`src/rtl/dilithium_pkg.sv`:
```
// -----------------------------------------------------------------------------
// dilithium_pkg
// Shared constants and types for the polynomial datapath blocks.
//   Q        : coefficient modulus (23-bit value)
//   COEFF_W  : width of one coefficient lane
//   WORD_W   : width of one packed BRAM word (4 lanes)
//   N_COEFFS : coefficients per polynomial
//   N_WORDS  : packed words per polynomial
//   load_state_t : state encoding of the polynomial loader
// -----------------------------------------------------------------------------
package dilithium_pkg;

    localparam int unsigned Q        = 8380417;
    localparam int          COEFF_W  = 24;
    localparam int          LANES    = 4;
    localparam int          WORD_W   = COEFF_W * LANES;
    localparam int          N_COEFFS = 256;
    localparam int          N_WORDS  = N_COEFFS / LANES;

    // IDLE must stay at zero so a reset register value reads as IDLE.
    typedef enum logic [1:0] {
        ST_IDLE  = 2'd0,
        ST_LOAD  = 2'd1,
        ST_DRAIN = 2'd2,
        ST_FIN   = 2'd3
    } load_state_t;

endpackage

```
`src/rtl/coeff_normalize.sv`:
```
// -----------------------------------------------------------------------------
// coeff_normalize
// Registered single-step reduction of one coefficient into [0, Q).
//   clk         : clock, rising edge
//   rst         : asynchronous reset, active low
//   en          : capture din this cycle
//   signed_mode : 1 = din is two's complement in (-Q, Q), 0 = din in [0, 2Q)
//   din         : raw coefficient
//   dout        : normalised coefficient, bit 23 always 0
//   dout_valid  : dout was captured on the previous edge
// Inputs outside the stated ranges produce an unspecified lane value.
// -----------------------------------------------------------------------------
module coeff_normalize
    import dilithium_pkg::*;
#(
    parameter int unsigned MODULUS = dilithium_pkg::Q
) (
    input  logic               clk,
    input  logic               rst,
    input  logic               en,
    input  logic               signed_mode,
    input  logic [COEFF_W-1:0] din,
    output logic [COEFF_W-1:0] dout,
    output logic               dout_valid
);

    localparam logic [COEFF_W-1:0] MOD_W = COEFF_W'(MODULUS);

    logic [COEFF_W-1:0] r_next;

    // One conditional add (negative signed input) or subtract (unsigned >= Q);
    // the add relies on 24-bit wrap to land in [1, Q).
    always_comb begin
        r_next = din;
        if (signed_mode) begin
            if (din[COEFF_W-1]) begin
                r_next = din + MOD_W;
            end
        end else if (din >= MOD_W) begin
            r_next = din - MOD_W;
        end
    end

    always_ff @(posedge clk or negedge rst) begin
        if (!rst) begin
            dout       <= '0;
            dout_valid <= 1'b0;
        end else begin
            dout_valid <= en;
            if (en) begin
                dout <= {1'b0, r_next[COEFF_W-2:0]};
            end
        end
    end

endmodule

```
`src/rtl/poly_load_unit.sv`:
```
// -----------------------------------------------------------------------------
// poly_load_unit
// Loads one 256-coefficient polynomial from a valid/ready stream into a BRAM
// write port, normalising each coefficient and packing four per 96-bit word.
//   clk       : clock, rising edge
//   rst       : asynchronous reset, active low
//   start     : request one load (honoured in IDLE only)
//   signed_in : coefficient format, latched with start
//   din       : coefficient, din_valid / din_ready handshake
//   we/addr/dout : registered BRAM write port (web1/addrb1/dib1)
//   done      : one-cycle pulse after the last word write
//   busy      : high outside IDLE
// Pipeline: accept edge -> normalise register -> pack/write register.
// -----------------------------------------------------------------------------
module poly_load_unit
    import dilithium_pkg::*;
#(
    parameter int unsigned Q       = dilithium_pkg::Q,
    parameter int unsigned N_WORDS = dilithium_pkg::N_WORDS
) (
    input  logic              clk,
    input  logic              rst,
    input  logic              start,
    input  logic              signed_in,
    input  logic [23:0]       din,
    input  logic              din_valid,
    output logic              din_ready,
    output logic              we,
    output logic [5:0]        addr,
    output logic [WORD_W-1:0] dout,
    output logic              done,
    output logic              busy
);

    localparam logic [5:0] LAST_WORD = 6'(N_WORDS - 1);
    localparam logic [1:0] LAST_LANE = 2'(LANES - 1);

    load_state_t        state_reg, state_next;
    logic [1:0]         lane_cnt_reg;
    logic [5:0]         word_cnt_reg;
    logic               signed_mode_reg;

    // Position tags travelling alongside the normalise stage.
    logic [1:0]         s1_lane_reg;
    logic [5:0]         s1_word_reg;
    logic [COEFF_W-1:0] s1_data;
    logic               s1_valid;

    // Lanes 0..2 wait here until lane 3 arrives and completes the word.
    logic [COEFF_W-1:0] lane_buf_reg [0:LANES-2];

    logic               we_reg;
    logic [5:0]         addr_reg;
    logic [WORD_W-1:0]  dout_reg;

    logic               accept;
    logic               last_accept;
    logic               last_write_issued;
    logic               s1_word_complete;

    assign accept            = din_valid & din_ready;
    assign last_accept       = accept && (lane_cnt_reg == LAST_LANE)
                                      && (word_cnt_reg == LAST_WORD);
    assign last_write_issued = we_reg && (addr_reg == LAST_WORD);
    assign s1_word_complete  = s1_valid && (s1_lane_reg == LAST_LANE);

    // ---------------- FSM: state register ----------------
    always_ff @(posedge clk or negedge rst) begin
        if (!rst) begin
            state_reg <= ST_IDLE;
        end else begin
            state_reg <= state_next;
        end
    end

    // ---------------- FSM: next state ----------------
    always_comb begin
        state_next = state_reg;
        case (state_reg)
            ST_IDLE:  if (start)             state_next = ST_LOAD;
            ST_LOAD:  if (last_accept)       state_next = ST_DRAIN;
            ST_DRAIN: if (last_write_issued) state_next = ST_FIN;
            ST_FIN:                          state_next = ST_IDLE;
            default:                         state_next = ST_IDLE;
        endcase
    end

    // ---------------- FSM: outputs ----------------
    always_comb begin
        din_ready = 1'b0;
        done      = 1'b0;
        busy      = 1'b1;
        case (state_reg)
            ST_IDLE: busy      = 1'b0;
            ST_LOAD: din_ready = 1'b1;
            ST_FIN:  done      = 1'b1;
            default: ;
        endcase
    end

    // ---------------- accept counters and mode latch ----------------
    always_ff @(posedge clk or negedge rst) begin
        if (!rst) begin
            lane_cnt_reg    <= '0;
            word_cnt_reg    <= '0;
            signed_mode_reg <= 1'b0;
            s1_lane_reg     <= '0;
            s1_word_reg     <= '0;
        end else begin
            if (state_reg == ST_IDLE && start) begin
                lane_cnt_reg    <= '0;
                word_cnt_reg    <= '0;
                signed_mode_reg <= signed_in;
            end else if (accept) begin
                lane_cnt_reg <= lane_cnt_reg + 2'd1;
                if (lane_cnt_reg == LAST_LANE) begin
                    word_cnt_reg <= word_cnt_reg + 6'd1;
                end
            end
            if (accept) begin
                s1_lane_reg <= lane_cnt_reg;
                s1_word_reg <= word_cnt_reg;
            end
        end
    end

    // ---------------- stage 1: normalise ----------------
    coeff_normalize #(
        .MODULUS (Q)
    ) u_norm (
        .clk         (clk),
        .rst         (rst),
        .en          (accept),
        .signed_mode (signed_mode_reg),
        .din         (din),
        .dout        (s1_data),
        .dout_valid  (s1_valid)
    );

    // ---------------- stage 2: lane buffer ----------------
    generate
        for (genvar gi = 0; gi < LANES - 1; gi++) begin : g_lane
            always_ff @(posedge clk or negedge rst) begin
                if (!rst) begin
                    lane_buf_reg[gi] <= '0;
                end else if (s1_valid && s1_lane_reg == 2'(gi)) begin
                    lane_buf_reg[gi] <= s1_data;
                end
            end
        end
    endgenerate

    // ---------------- stage 2: word write ----------------
    // Lane 3 bypasses the buffer and goes straight into the packed word.
    always_ff @(posedge clk or negedge rst) begin
        if (!rst) begin
            we_reg   <= 1'b0;
            addr_reg <= '0;
            dout_reg <= '0;
        end else begin
            we_reg <= s1_word_complete;
            if (s1_word_complete) begin
                addr_reg <= s1_word_reg;
                dout_reg <= {s1_data, lane_buf_reg[2], lane_buf_reg[1], lane_buf_reg[0]};
            end
        end
    end

    assign we   = we_reg;
    assign addr = addr_reg;
    assign dout = dout_reg;

endmodule

```
`config.mk`:
```
export PLATFORM = sky130hd
export DESIGN_NAME = poly_load_unit
export DESIGN_NICKNAME = d
export VERILOG_FILES = /design/src/rtl/dilithium_pkg.sv /design/src/rtl/coeff_normalize.sv /design/src/rtl/poly_load_unit.sv
export SDC_FILE = /design/constraint.sdc
export NUM_CORES = 1
export LEC_CHECK = 0
export BUFFER_PORTS_ARGS = -buffer_cell sky130_fd_sc_hd__buf_2
export CAP_MARGIN = 10
export CORE_AREA = 2 2 130 132
export DETAILED_ROUTE_END_ITERATION = 8
export DIE_AREA = 0 0 132 134
export PLACE_DENSITY = 0.85
export SYNTH_ARGS = -nofsm -noshare
export SYNTH_HDL_FRONTEND = slang
export SYNTH_SLANG_ARGS = --single-unit
```
`constraint.sdc`:
```
create_clock -name clk -period 2.4 [get_ports clk]
set_input_delay 0.24 -clock clk [delete_from_list [all_inputs] [get_ports clk]]
set_output_delay 0.24 -clock clk [all_outputs]
set_load 0.02 [all_outputs]
```
==> out/metrics.csv, run 1 <==
stage;metric;value;unit
critical_path;CP Launch Type;flip-flop;
logic_synthesis;Compound-Gate Fraction of Synth Area;0.0564;
critical_path;Slowest-stage cell, CP;nor4_1;
logic_synthesis;post-synth top area cell;dfrtp_1;
logic_synthesis;Post-Syn Area;9090;µm²
layout;Antenna Cells;0;
worst_hold_path;HP Start;din[19];
logic_synthesis;synth top area cells;dfrtp_1, mux2_2, nand2_1;
critical_path;Reg2Reg Setup Slack;0.24;ns
logic_synthesis;top_reg_cell synth;dfrtp_1;
route;met1 wire length;8.98;mm
route;Total Wirelength;20.1;mm
logic_synthesis;Post-synth EDFFs;0;
layout;leading cell type in the layout, fill and taps excluded;dfrtp_1;
placed_design;HPWL Detailed;13.9;mm
route;number of remaining DRC errors;0;
layout;layout cells sized above 1;0.423;
logic_synthesis;main combinational cell family by area after synthesis;multiplexers;
outcome;status;finished, final reports clean;
sta;Final setup viols;0;
sta;worst-margin pin slew;0.717;ns
clocking;clock buffer depth;3;
route;Starting DRT DRC Count;419;
logic_synthesis;post-synthesis mux area share;0.212;
global_route;GRT Util Overall;0.232;
logic_synthesis;post-synthesis adder-cell area fraction;0.0138;
global_route;Congestion Overflow GR;0;
critical_path;crit path cell chain;buf_4 > nand2_1 > nor4_1 > nand3_1 > a211o_1 > a31oi_1;
floorplanning;DIE AREA;17700;µm²
clocking;clk sinks;211;
layout;Layout Nets;896;
global_route;initial antenna violation count;0;
worst_hold_path;Hold Path Depth;3;
global_route;vias in the first global route;6400;
route;Wirelength per Cell;18.5;µm
sta;Final Hold Vio Count;0;
critical_path;FF-to-FF Start;signed_mode_reg$_DFFE_PN0P_;
placed_design;port bufs;130;
route;vias;6251;
floorplanning;Die X;132;µm
critical_path;Crit path required time;2.80;ns
worst_hold_path;Hold/Removal Path Class;primary input to flip-flop;
floorplanning;core area;16300;µm²
worst_hold_path;Min-Delay Endpoint;u_norm.dout[19]$_DFFE_PN0P_;
floorplanning;Rows;47;
pwr;Pwr Total;12900;µW
route;met2 WL;9.78;mm
critical_path;Critical Path Max Stage Delay;0.70;ns
sta;worst clock skew;0.0150;ns
sta;Rel. slew slack;0.518;
logic_synthesis;xor/xnor share of the synthesized area;0.00771;
layout;Layout area overhead;18.4;%
sta;fmax;0.462;GHz
critical_path;Setup crit end kind;flip-flop;
route;Final ANT Viol Nets;0;
global_route;pin count of the biggest net entering global routing;61;
layout;number of flip-flops in the largest register;92;
route;top sig layer;met4;
logic_synthesis;Gate Count Post-Synth;712;
critical_path;Worst Path Arrival;2.56;ns
sta;fin crit share;0.902;
critical_path;critical path fanouts, max;14;
floorplanning;Die Ht;134;µm
layout;commonest cells after routing, fill and taps aside;dfrtp_1, mux2_2, buf_2;
route;number of iterations in the first detailed-routing pass;5;
sta;setup tns final;0;ns
clocking;CTS tree;built;
clocking;CTS buffer count;21;
critical_path;reg2reg end;u_norm.dout[12]$_DFFE_PN0P_;
sta;final-report max-slew violation count;0;
logic_synthesis;Yosys cell types;57;
pwr;pwr dens;1200;nW/µm²
logic_synthesis;Seq/Total Area, Yosys;0.581;
placed_design;routability cong.;0.928;
clocking;clk root buf;clkbuf_16;
clocking;worst skew pair latency;0.48;ns
layout;post-layout util;0.661;
critical_path;critical path type;flip-flop to flip-flop;
sta;unrepaired setup endpoints after global routing;false;
placed_design;placed cell area;10100;µm²
job;maxcap violations;0;
pwr;Peak VDD IR;0.617;mV
logic_synthesis;Post-Synth Simple-Gate Area;0.105;
route;post-DR vias/cell;5.75;
global_route;first-pass GRT wire length;33.3;mm
logic_synthesis;synthesized flop and latch total;211;
logic_synthesis;Post-synth ARST share;1.00;
layout;fin area;10800;µm²
clocking;clock slew at reported path FFs;0.06;ns
pwr;Pleak;0.00496;µW
clocking;post-CTS setup buffers;0;
sta;min Tclk post-route;2.16;ns
floorplanning;I/O pin count;135;
critical_path;worst reg-to-reg path cell count;6;
logic_synthesis;syn avg cell area;12.8;µm²
route;WL met3;1.01;mm
logic_synthesis;Yosys Warn Count;0;
floorplanning;initial core utilization;0.558;
clocking;H-tree depth;1;
logic_synthesis;Yosys top cell area share;0.581;
==> repair_timing <==
item	in CTS	in global routing
resized for setup	0	0
hold buffers	2	0
endpoints found under the hold margin	57	0
==> area by class of cell <==
class	instances	area (µm²)
Fill cell	1231	5520
Sequential cell	211	5280
Multi-Input combinational cell	453	3610
Timing Repair Buffer	161	960
Clock buffer	27	578
Tap cell	220	275
Inverter	9	35.0
Clock inverter	6	33.8
==> cell families (layout without fill, tap and decap cells) <==
logic type,after synthesis,in the layout
flip-flops,211,211
AND/OR/NAND/NOR,186,186
multiplexers,171,171
AO/OA/AOI/OAI,74,74
buffers and inverters,51,203
adder cells (fa/ha/maj),10,10
XOR/XNOR,8,8
other,1,4
==> worst max path at each step <==
stage	start	to	slack [ns]	depth (start not counted)
floorplan	din[1]	u_norm.dout[12]$_DFFE_PN0P_	0.19	7
global placement	din[0]	u_norm.dout[12]$_DFFE_PN0P_	0.09	8
detailed placement	din[0]	u_norm.dout[12]$_DFFE_PN0P_	0.07	8
CTS	signed_mode_reg$_DFFE_PN0P_	u_norm.dout[12]$_DFFE_PN0P_	0.25	5
global route	signed_mode_reg$_DFFE_PN0P_	u_norm.dout[12]$_DFFE_PN0P_	0.04	6
finish	signed_mode_reg$_DFFE_PN0P_	u_norm.dout[12]$_DFFE_PN0P_	0.24	6
==> critical path, delay by kind of cell, from the launching register on <==
| family | cells | cell delay [ns] |
|---|---|---|
| AND/OR/NAND/NOR | 3 | 1.09 |
| AO/OA/AOI/OAI | 2 | 0.45 |
| flip-flops | 1 | 0.36 |
| buffers and inverters | 1 | 0.20 |
==> cell usage after synthesis (all sizes together) (2+ instances only) <==
master,instances
nor4,8
ha,10
nand4,11
xnor2,4
mux2,170
a22oi,5
nor3b,2
a211o,3
o311ai,2
and3,3
o2111ai,6
nor2,25
or4,7
a21oi,12
and4,2
or3,14
a31oi,6
o31ai,2
a2111o,2
or4b,2
nand2b,2
or2,3
dfrtp,211
nor3,11
clkbuf,31
nand2,56
a211oi,2
and2,4
inv,8
o21ai,16
xor2,4
nand3,29
o211ai,7
buf,11
o41ai,2
nand3b,3
==> per-layer routing <==
layer / vias to the layer above / GRT usage
li1: 2867 / -
met1: 3166 / 0.327
met2: 191 / 0.386
met3: 27 / 0.0299
met4: 0 / 0.0610
met5: - / 0
==> through the flow <==
step / cells / hold WS (ns) / worst slack [ns]
floorplan: 715 / -0.0556 / 0.189
global placement: 1052 / 0.255 / 0.0889
detailed placement: 1052 / 0.257 / 0.0661
CTS: 1087 / 0.0651 / 0.250
global route: 1087 / 0.0838 / 0.0387
finish: 1087 / 0.0718 / 0.236
==> where the power goes <==
part           switching [µW]  internal [µW]  leakage, µW
Combinational            2160           1910      0.00206
Sequential                861           5020      0.00259
Clock                    1250           1690     0.000308
Note: power is estimated with default switching activity, not from simulation.
==> inputs of run 2 (changes only) <==
- CAP_MARGIN: 10 -> unset
- CORE_AREA: 2 2 130 132 -> 2 2 146 148
- DIE_AREA: 0 0 132 134 -> 0 0 148 150
- PLACE_DENSITY: 0.85 -> 0.66
==> run 2 against run 1 <==
  * Flip-flop and latch count unchanged
  * Combinational power down 2%
  * Core utilization down 13 points
==> out/metrics.csv, run 2 (synthesized netlist as in run 1, its figures left out) <==
stage;metric;value;unit;change
layout;Antenna Cells;0;;unchanged
critical_path;Critical Path Max Stage Delay;0.49;ns;-0.21 ns
layout;leading cell type in the layout, fill and taps excluded;dfrtp_1;;
route;Total Wirelength;20.3;mm;+0.69%
critical_path;CP Launch Type;flip-flop;;
global_route;GRT Max-Usage Layer;met2;;
clocking;worst skew pair latency;0.49;ns;about the same
pwr;Peak VDD IR;0.423;mV;-31%
outcome;status;finished, final reports clean;;
floorplanning;I/O pin count;135;;unchanged
critical_path;critical path type;flip-flop to flip-flop;;
critical_path;Setup crit end kind;flip-flop;;
layout;layout cells sized above 1;0.428;;+0.00430
layout;number of flip-flops in the largest register;92;;unchanged
global_route;GRT Util Overall;0.186;;-0.0456
worst_hold_path;Hold/Removal Path Class;primary input to flip-flop;;
layout;Layout Nets;904;;+0.89%
critical_path;Crit path required time;2.81;ns;about the same
floorplanning;Die Ht;150;µm;+12%
global_route;met2 usage;0.294;;-0.0918
floorplanning;DIE AREA;22200;µm²;+26%
clocking;CTS buffer count;22;;+4.8%
layout;Post-Layout Cell Count;1152;;+6.0%
placed_design;placed cell area;10200;µm²;+0.83%
sta;Final Hold Vio Count;0;;unchanged
global_route;met1 Usage GRT;0.275;;-0.0519
route;number of iterations in the first detailed-routing pass;4;;-1
route;Final ANT Viol Nets;0;;unchanged
sta;fmax;0.462;GHz;about the same
global_route;M3 GR Usage;0.0335;;+0.00368
floorplanning;core area;20700;µm²;+27%
clocking;clk sinks;211;;unchanged
floorplanning;initial core utilization;0.440;;-0.119
sta;worst-margin pin slew;0.622;ns;-0.0951 ns
critical_path;delay-heaviest family, CP;simple AND/OR/NAND/NOR gates;;
sta;fin crit share;0.902;;about the same
global_route;vias in the first global route;6123;;-4.3%
route;vias;6119;;-2.1%
placed_design;routability cong.;0.900;;-3.1%
route;number of remaining DRC errors;0;;unchanged
clocking;clk root buf;clkbuf_16;;
critical_path;Crit path buffers/inverters;0;;-1
sta;Final setup viols;0;;unchanged
floorplanning;Rows;53;;+13%
global_route;Congestion Overflow GR;0;;unchanged
clocking;clock slew at reported path FFs;0.06;ns;about the same
clocking;CTS tree;built;;
global_route;pin count of the biggest net entering global routing;76;;+25%
sta;worst clock skew;0.0153;ns;+0.000363 ns
global_route;initial antenna violation count;0;;unchanged
critical_path;crit path cell chain;or4b_4 > or4_1 > or3_1 > a211o_1 > a31oi_1;;
critical_path;critical path fanouts, max;2;;-12
clocking;post-CTS setup buffers;0;;unchanged
job;maxcap violations;0;;unchanged
sta;Rel. slew slack;0.586;;+0.0678
sta;unrepaired setup endpoints after global routing;false;;
clocking;H-tree depth;1;;unchanged
placed_design;HPWL Detailed;14.3;mm;+2.4%
sta;setup tns final;0;ns;unchanged
layout;Layout area overhead;20.6;%;
pwr;Pleak;0.00503;µW;+1.4%
layout;post-layout util;0.530;;-0.131
critical_path;Worst Path Arrival;2.58;ns;+0.02 ns
clocking;# hold bufs at CTS;2;;unchanged
route;post-DR vias/cell;5.31;;-7.6%
route;Starting DRT DRC Count;332;;-21%
floorplanning;Die X;148;µm;+12%
layout;fin area;11000;µm²;+1.9%
clocking;clock buffer depth;3;;unchanged
layout;commonest cells after routing, fill and taps aside;dfrtp_1, mux2_2, buf_2;;
route;Wirelength per Cell;17.6;µm;-5.0%
critical_path;Slowest-stage cell, CP;or4b_4;;
placed_design;port bufs;130;;unchanged
clocking;Resized cells post-CTS;0;;unchanged
sta;min Tclk post-route;2.16;ns;+0.000171 ns
pwr;pwr dens;1210;nW/µm²;+0.84%
layout;# fillers;1851;;+50%
placed_design;Placed Cells;1114;;+5.9%
global_route;first-pass GRT wire length;33.2;mm;-0.29%
sta;final-report max-slew violation count;0;;unchanged
run 2: final timing paths:
kind                                              from                      endpoint  slack (ns)  depth (start not counted)
max                        signed_mode_reg$_DFFE_PN0P_   u_norm.dout[12]$_DFFE_PN0P_        0.24                          5
min                                            din[17]   u_norm.dout[17]$_DFFE_PN0P_        0.06                          3
max reg2reg                signed_mode_reg$_DFFE_PN0P_   u_norm.dout[12]$_DFFE_PN0P_        0.24                          5
min reg2reg                 s1_word_reg[3]$_DFFE_PN0P_    s1_word_reg[3]$_DFFE_PN0P_        0.47                          2
max in group asynchronous                          rst  lane_buf_reg[65]$_DFFE_PN0P_        1.36                          3
min in group asynchronous                          rst           dout[3]$_DFFE_PN0P_        0.33                          2
run 2: cell type report:
type / instances / area (µm²) / area share
clock buffer: 33 / 663 / 0.0605
clock inverter: 3 / 65.1 / 0.00593
inverter: 9 / 35.0 / 0.00319
multi-input combinational: 453 / 3610 / 0.329
sequential: 211 / 5280 / 0.481
tap: 275 / 344 / 0.0314
timing repair buffer: 168 / 975 / 0.0889
run 2: worst reg2reg max path, stage by stage (launching register included):
cell,delay (ns)
dfrtp_1,0.38
or4b_4,0.49
or4_1,0.43
or3_1,0.32
a211o_1,0.29
a31oi_1,0.18
run 2: per-layer routing:
layer / part of all wire / routed length (µm)
met5: 0 / 0
met4: 0.0098 / 199
met3: 0.049 / 996
met2: 0.46 / 9330
met1: 0.48 / 9750
run 2: report_power, final:
part / internal (µW) / total (µW) / switching (µW)
combinational: 1890 / 3990 / 2100
sequential: 5020 / 5830 / 817
clock: 2100 / 3410 / 1310
run 2: through the flow:
stage / hold slack (ns) / total power (µW) / worst slack, ns
final: 0.0636 / 13200 / 0.236
after global placement: 0.312 / 9820 / 0.0783
after CTS: 0.0408 / 13400 / 0.225
after floorplan: -0.0556 / 8460 / 0.189
after global routing: 0.0726 / 14000 / 0.134
after detailed placement: 0.312 / 9960 / 0.0252
==> inputs of run 3 (changes only) <==
- GPL_TIMING_DRIVEN: unset -> 0
==> run 3 against run 2 <==
  * Total power fell by 1.5%
  * Worst setup slack worse by 0.15 ns
  * Highest routed layer unchanged
  * Critical path depth is the same
==> out/metrics.csv, run 3 (synthesized netlist as in run 1, its figures left out) <==
stage;metric;value;unit;change
clocking;clock slew at reported path FFs;0.06;ns;about the same
placed_design;HPWL Detailed;15.2;mm;+6.2%
layout;Layout area overhead;19.2;%;
route;Wirelength per Cell;18.5;µm;+5.2%
clocking;CTS tree;built;;
pwr;Peak VDD IR;0.443;mV;+4.9%
global_route;first-pass GRT wire length;34.4;mm;+3.7%
job;maxcap violations;0;;unchanged
sta;final-report max-slew violation count;0;;unchanged
critical_path;worst reg-to-reg path cell count;5;;unchanged
sta;fmax;0.433;GHz;-6.3%
layout;Layout Nets;907;;+0.33%
route;Final ANT Viol Nets;0;;unchanged
pwr;pwr dens;1200;nW/µm²;-0.32%
route;Starting DRT DRC Count;401;;+21%
clocking;clk sinks;211;;unchanged
sta;unrepaired setup endpoints after global routing;false;;
layout;fin area;10800;µm²;-1.2%
sta;fin crit share;0.963;;+0.0608
sta;worst-margin pin slew;1.07;ns;+0.451 ns
global_route;initial antenna violation count;0;;unchanged
pwr;Pleak;0.00492;µW;-2.2%
layout;# fillers;1852;;+0.054%
critical_path;CP Capture Point;u_norm.dout[12]$_DFFE_PN0P_;;
route;number of iterations in the first detailed-routing pass;5;;+1
clocking;CTS buffer count;22;;unchanged
route;Total Wirelength;21.4;mm;+5.6%
outcome;status;finished, final reports clean;;
layout;number of flip-flops in the largest register;92;;unchanged
critical_path;critical path fanouts, max;6;;+4
floorplanning;initial core utilization;0.440;;unchanged
sta;setup tns final;0;ns;unchanged
clocking;H-tree depth;1;;unchanged
sta;Final Hold Vio Count;0;;unchanged
placed_design;routability cong.;0.910;;+1.2%
sta;worst clock skew;0.0187;ns;+0.00334 ns
layout;Antenna Cells;0;;unchanged
route;vias;6199;;+1.3%
layout;layout cells sized above 1;0.395;;-0.0330
critical_path;FF-to-FF Start;signed_mode_reg$_DFFE_PN0P_;;
critical_path;Worst Path Arrival;2.73;ns;+0.15 ns
floorplanning;Die Ht;150;µm;unchanged
route;post-DR vias/cell;5.36;;+0.87%
critical_path;Reg2Reg Setup Slack;0.09;ns;-0.15 ns
clocking;worst skew pair latency;0.50;ns;about the same
critical_path;Setup crit end kind;flip-flop;;
global_route;Congestion Overflow GR;0;;unchanged
layout;commonest cells after routing, fill and taps aside;dfrtp_1, mux2_2, buf_2;;
sta;Rel. slew slack;0.275;;-0.310
critical_path;CP Launch Point;signed_mode_reg$_DFFE_PN0P_;;
sta;min Tclk post-route;2.31;ns;+0.146 ns
floorplanning;Die X;148;µm;unchanged
critical_path;critical path type;flip-flop to flip-flop;;
critical_path;CP Launch Type;flip-flop;;
critical_path;reg2reg end;u_norm.dout[12]$_DFFE_PN0P_;;
layout;leading cell type in the layout, fill and taps excluded;dfrtp_1;;
clocking;clk root buf;clkbuf_16;;
placed_design;placed cell area;10100;µm²;-0.97%
sta;Final setup viols;0;;unchanged
placed_design;Placed Cells;1118;;+0.36%
placed_design;port bufs;127;;-2.3%
global_route;GRT Util Overall;0.195;;+0.00897
worst_hold_path;Hold/Removal Path Class;primary input to flip-flop;;
floorplanning;DIE AREA;22200;µm²;unchanged
global_route;vias in the first global route;6238;;+1.9%
clocking;post-CTS setup buffers;0;;unchanged
floorplanning;Rows;53;;unchanged
floorplanning;core area;20700;µm²;unchanged
floorplanning;I/O pin count;135;;unchanged
route;number of remaining DRC errors;0;;unchanged
layout;Post-Layout Cell Count;1157;;+0.43%
pwr;Pwr Total;13000;µW;-1.5%
sta;Hold Slack;0.0399;ns;-0.0237 ns
worst_hold_path;HP Start;din[2];;
global_route;pin count of the biggest net entering global routing;120;;+58%
clocking;clock buffer depth;3;;unchanged
critical_path;Crit path required time;2.82;ns;about the same
-- run 3: cell count changes in the layout (fill, tap and decap cells not counted), sizes merged --
cell	previous run	this run
buf	165	139
bufinv	2	0
clkbuf	34	66
inv	8	9
-- run 3: report_power, final --
group	switching [µW]	total, µW	internal (µW)
Clock	1300	3190	1880
Combinational	2130	4000	1880
Sequential	830	5850	5020
-- run 3: how the worst min path moves through the flow --
stage,end,cells after the start
6_report,u_norm.dout[2]$_DFFE_PN0P_,3
4_1_cts,u_norm.dout[2]$_DFFE_PN0P_,3
2_1_floorplan,addr[0]$_DFFE_PN0P_,0
3_3_place_gp,signed_mode_reg$_DFFE_PN0P_,3
5_1_grt,u_norm.dout[2]$_DFFE_PN0P_,3
3_5_place_dp,lane_buf_reg[51]$_DFFE_PN0P_,1
-- run 3: cell type report --
type	instances	area, µm²	area share
Timing Repair Buffer	130	693	0.0640
Buffer	41	193	0.0178
Tap cell	275	344	0.0318
Sequential cell	211	5280	0.487
Multi-Input combinational cell	453	3610	0.333
Clock inverter	2	13.8	0.00127
Clock buffer	36	664	0.0613
Inverter	9	33.8	0.00312
-- run 3: routing by layer --
| metal | vias up | track usage | share of wire |
|---|---|---|---|
| li1 | 2897 | - | - |
| met1 | 3108 | 0.288 | 0.48 |
| met4 | 0 | 0.0443 | 0.015 |
| met5 | - | 0 | 0 |
| met2 | 166 | 0.308 | 0.46 |
| met3 | 28 | 0.0299 | 0.053 |
-- run 3: worst max-delay path, stage by stage, from the launching register on --
cell and delay (ns):
dfrtp_1 0.45, or4b_4 0.56, or4_1 0.45, or3_1 0.33
a211o_1 0.29, a31oi_1 0.16
-- run 3: metrics by stage --
stage	util	worst slack [ns]
2_1_floorplan	-	0.189
3_3_place_gp	0.487	-2.55
3_5_place_dp	0.489	-0.431
4_1_cts	0.523	0.00104
5_1_grt	0.524	0.0108
6_report	0.524	0.0897
-- run 3: what timing repair did --
| action | in CTS | in global routing |
|---|---|---|
| resized for setup | 3 | 8 |
| endpoints found under the hold margin | 93 | 0 |
| hold buffers | 2 | 0 |
| endpoints found under the setup margin | 20 | 32 |
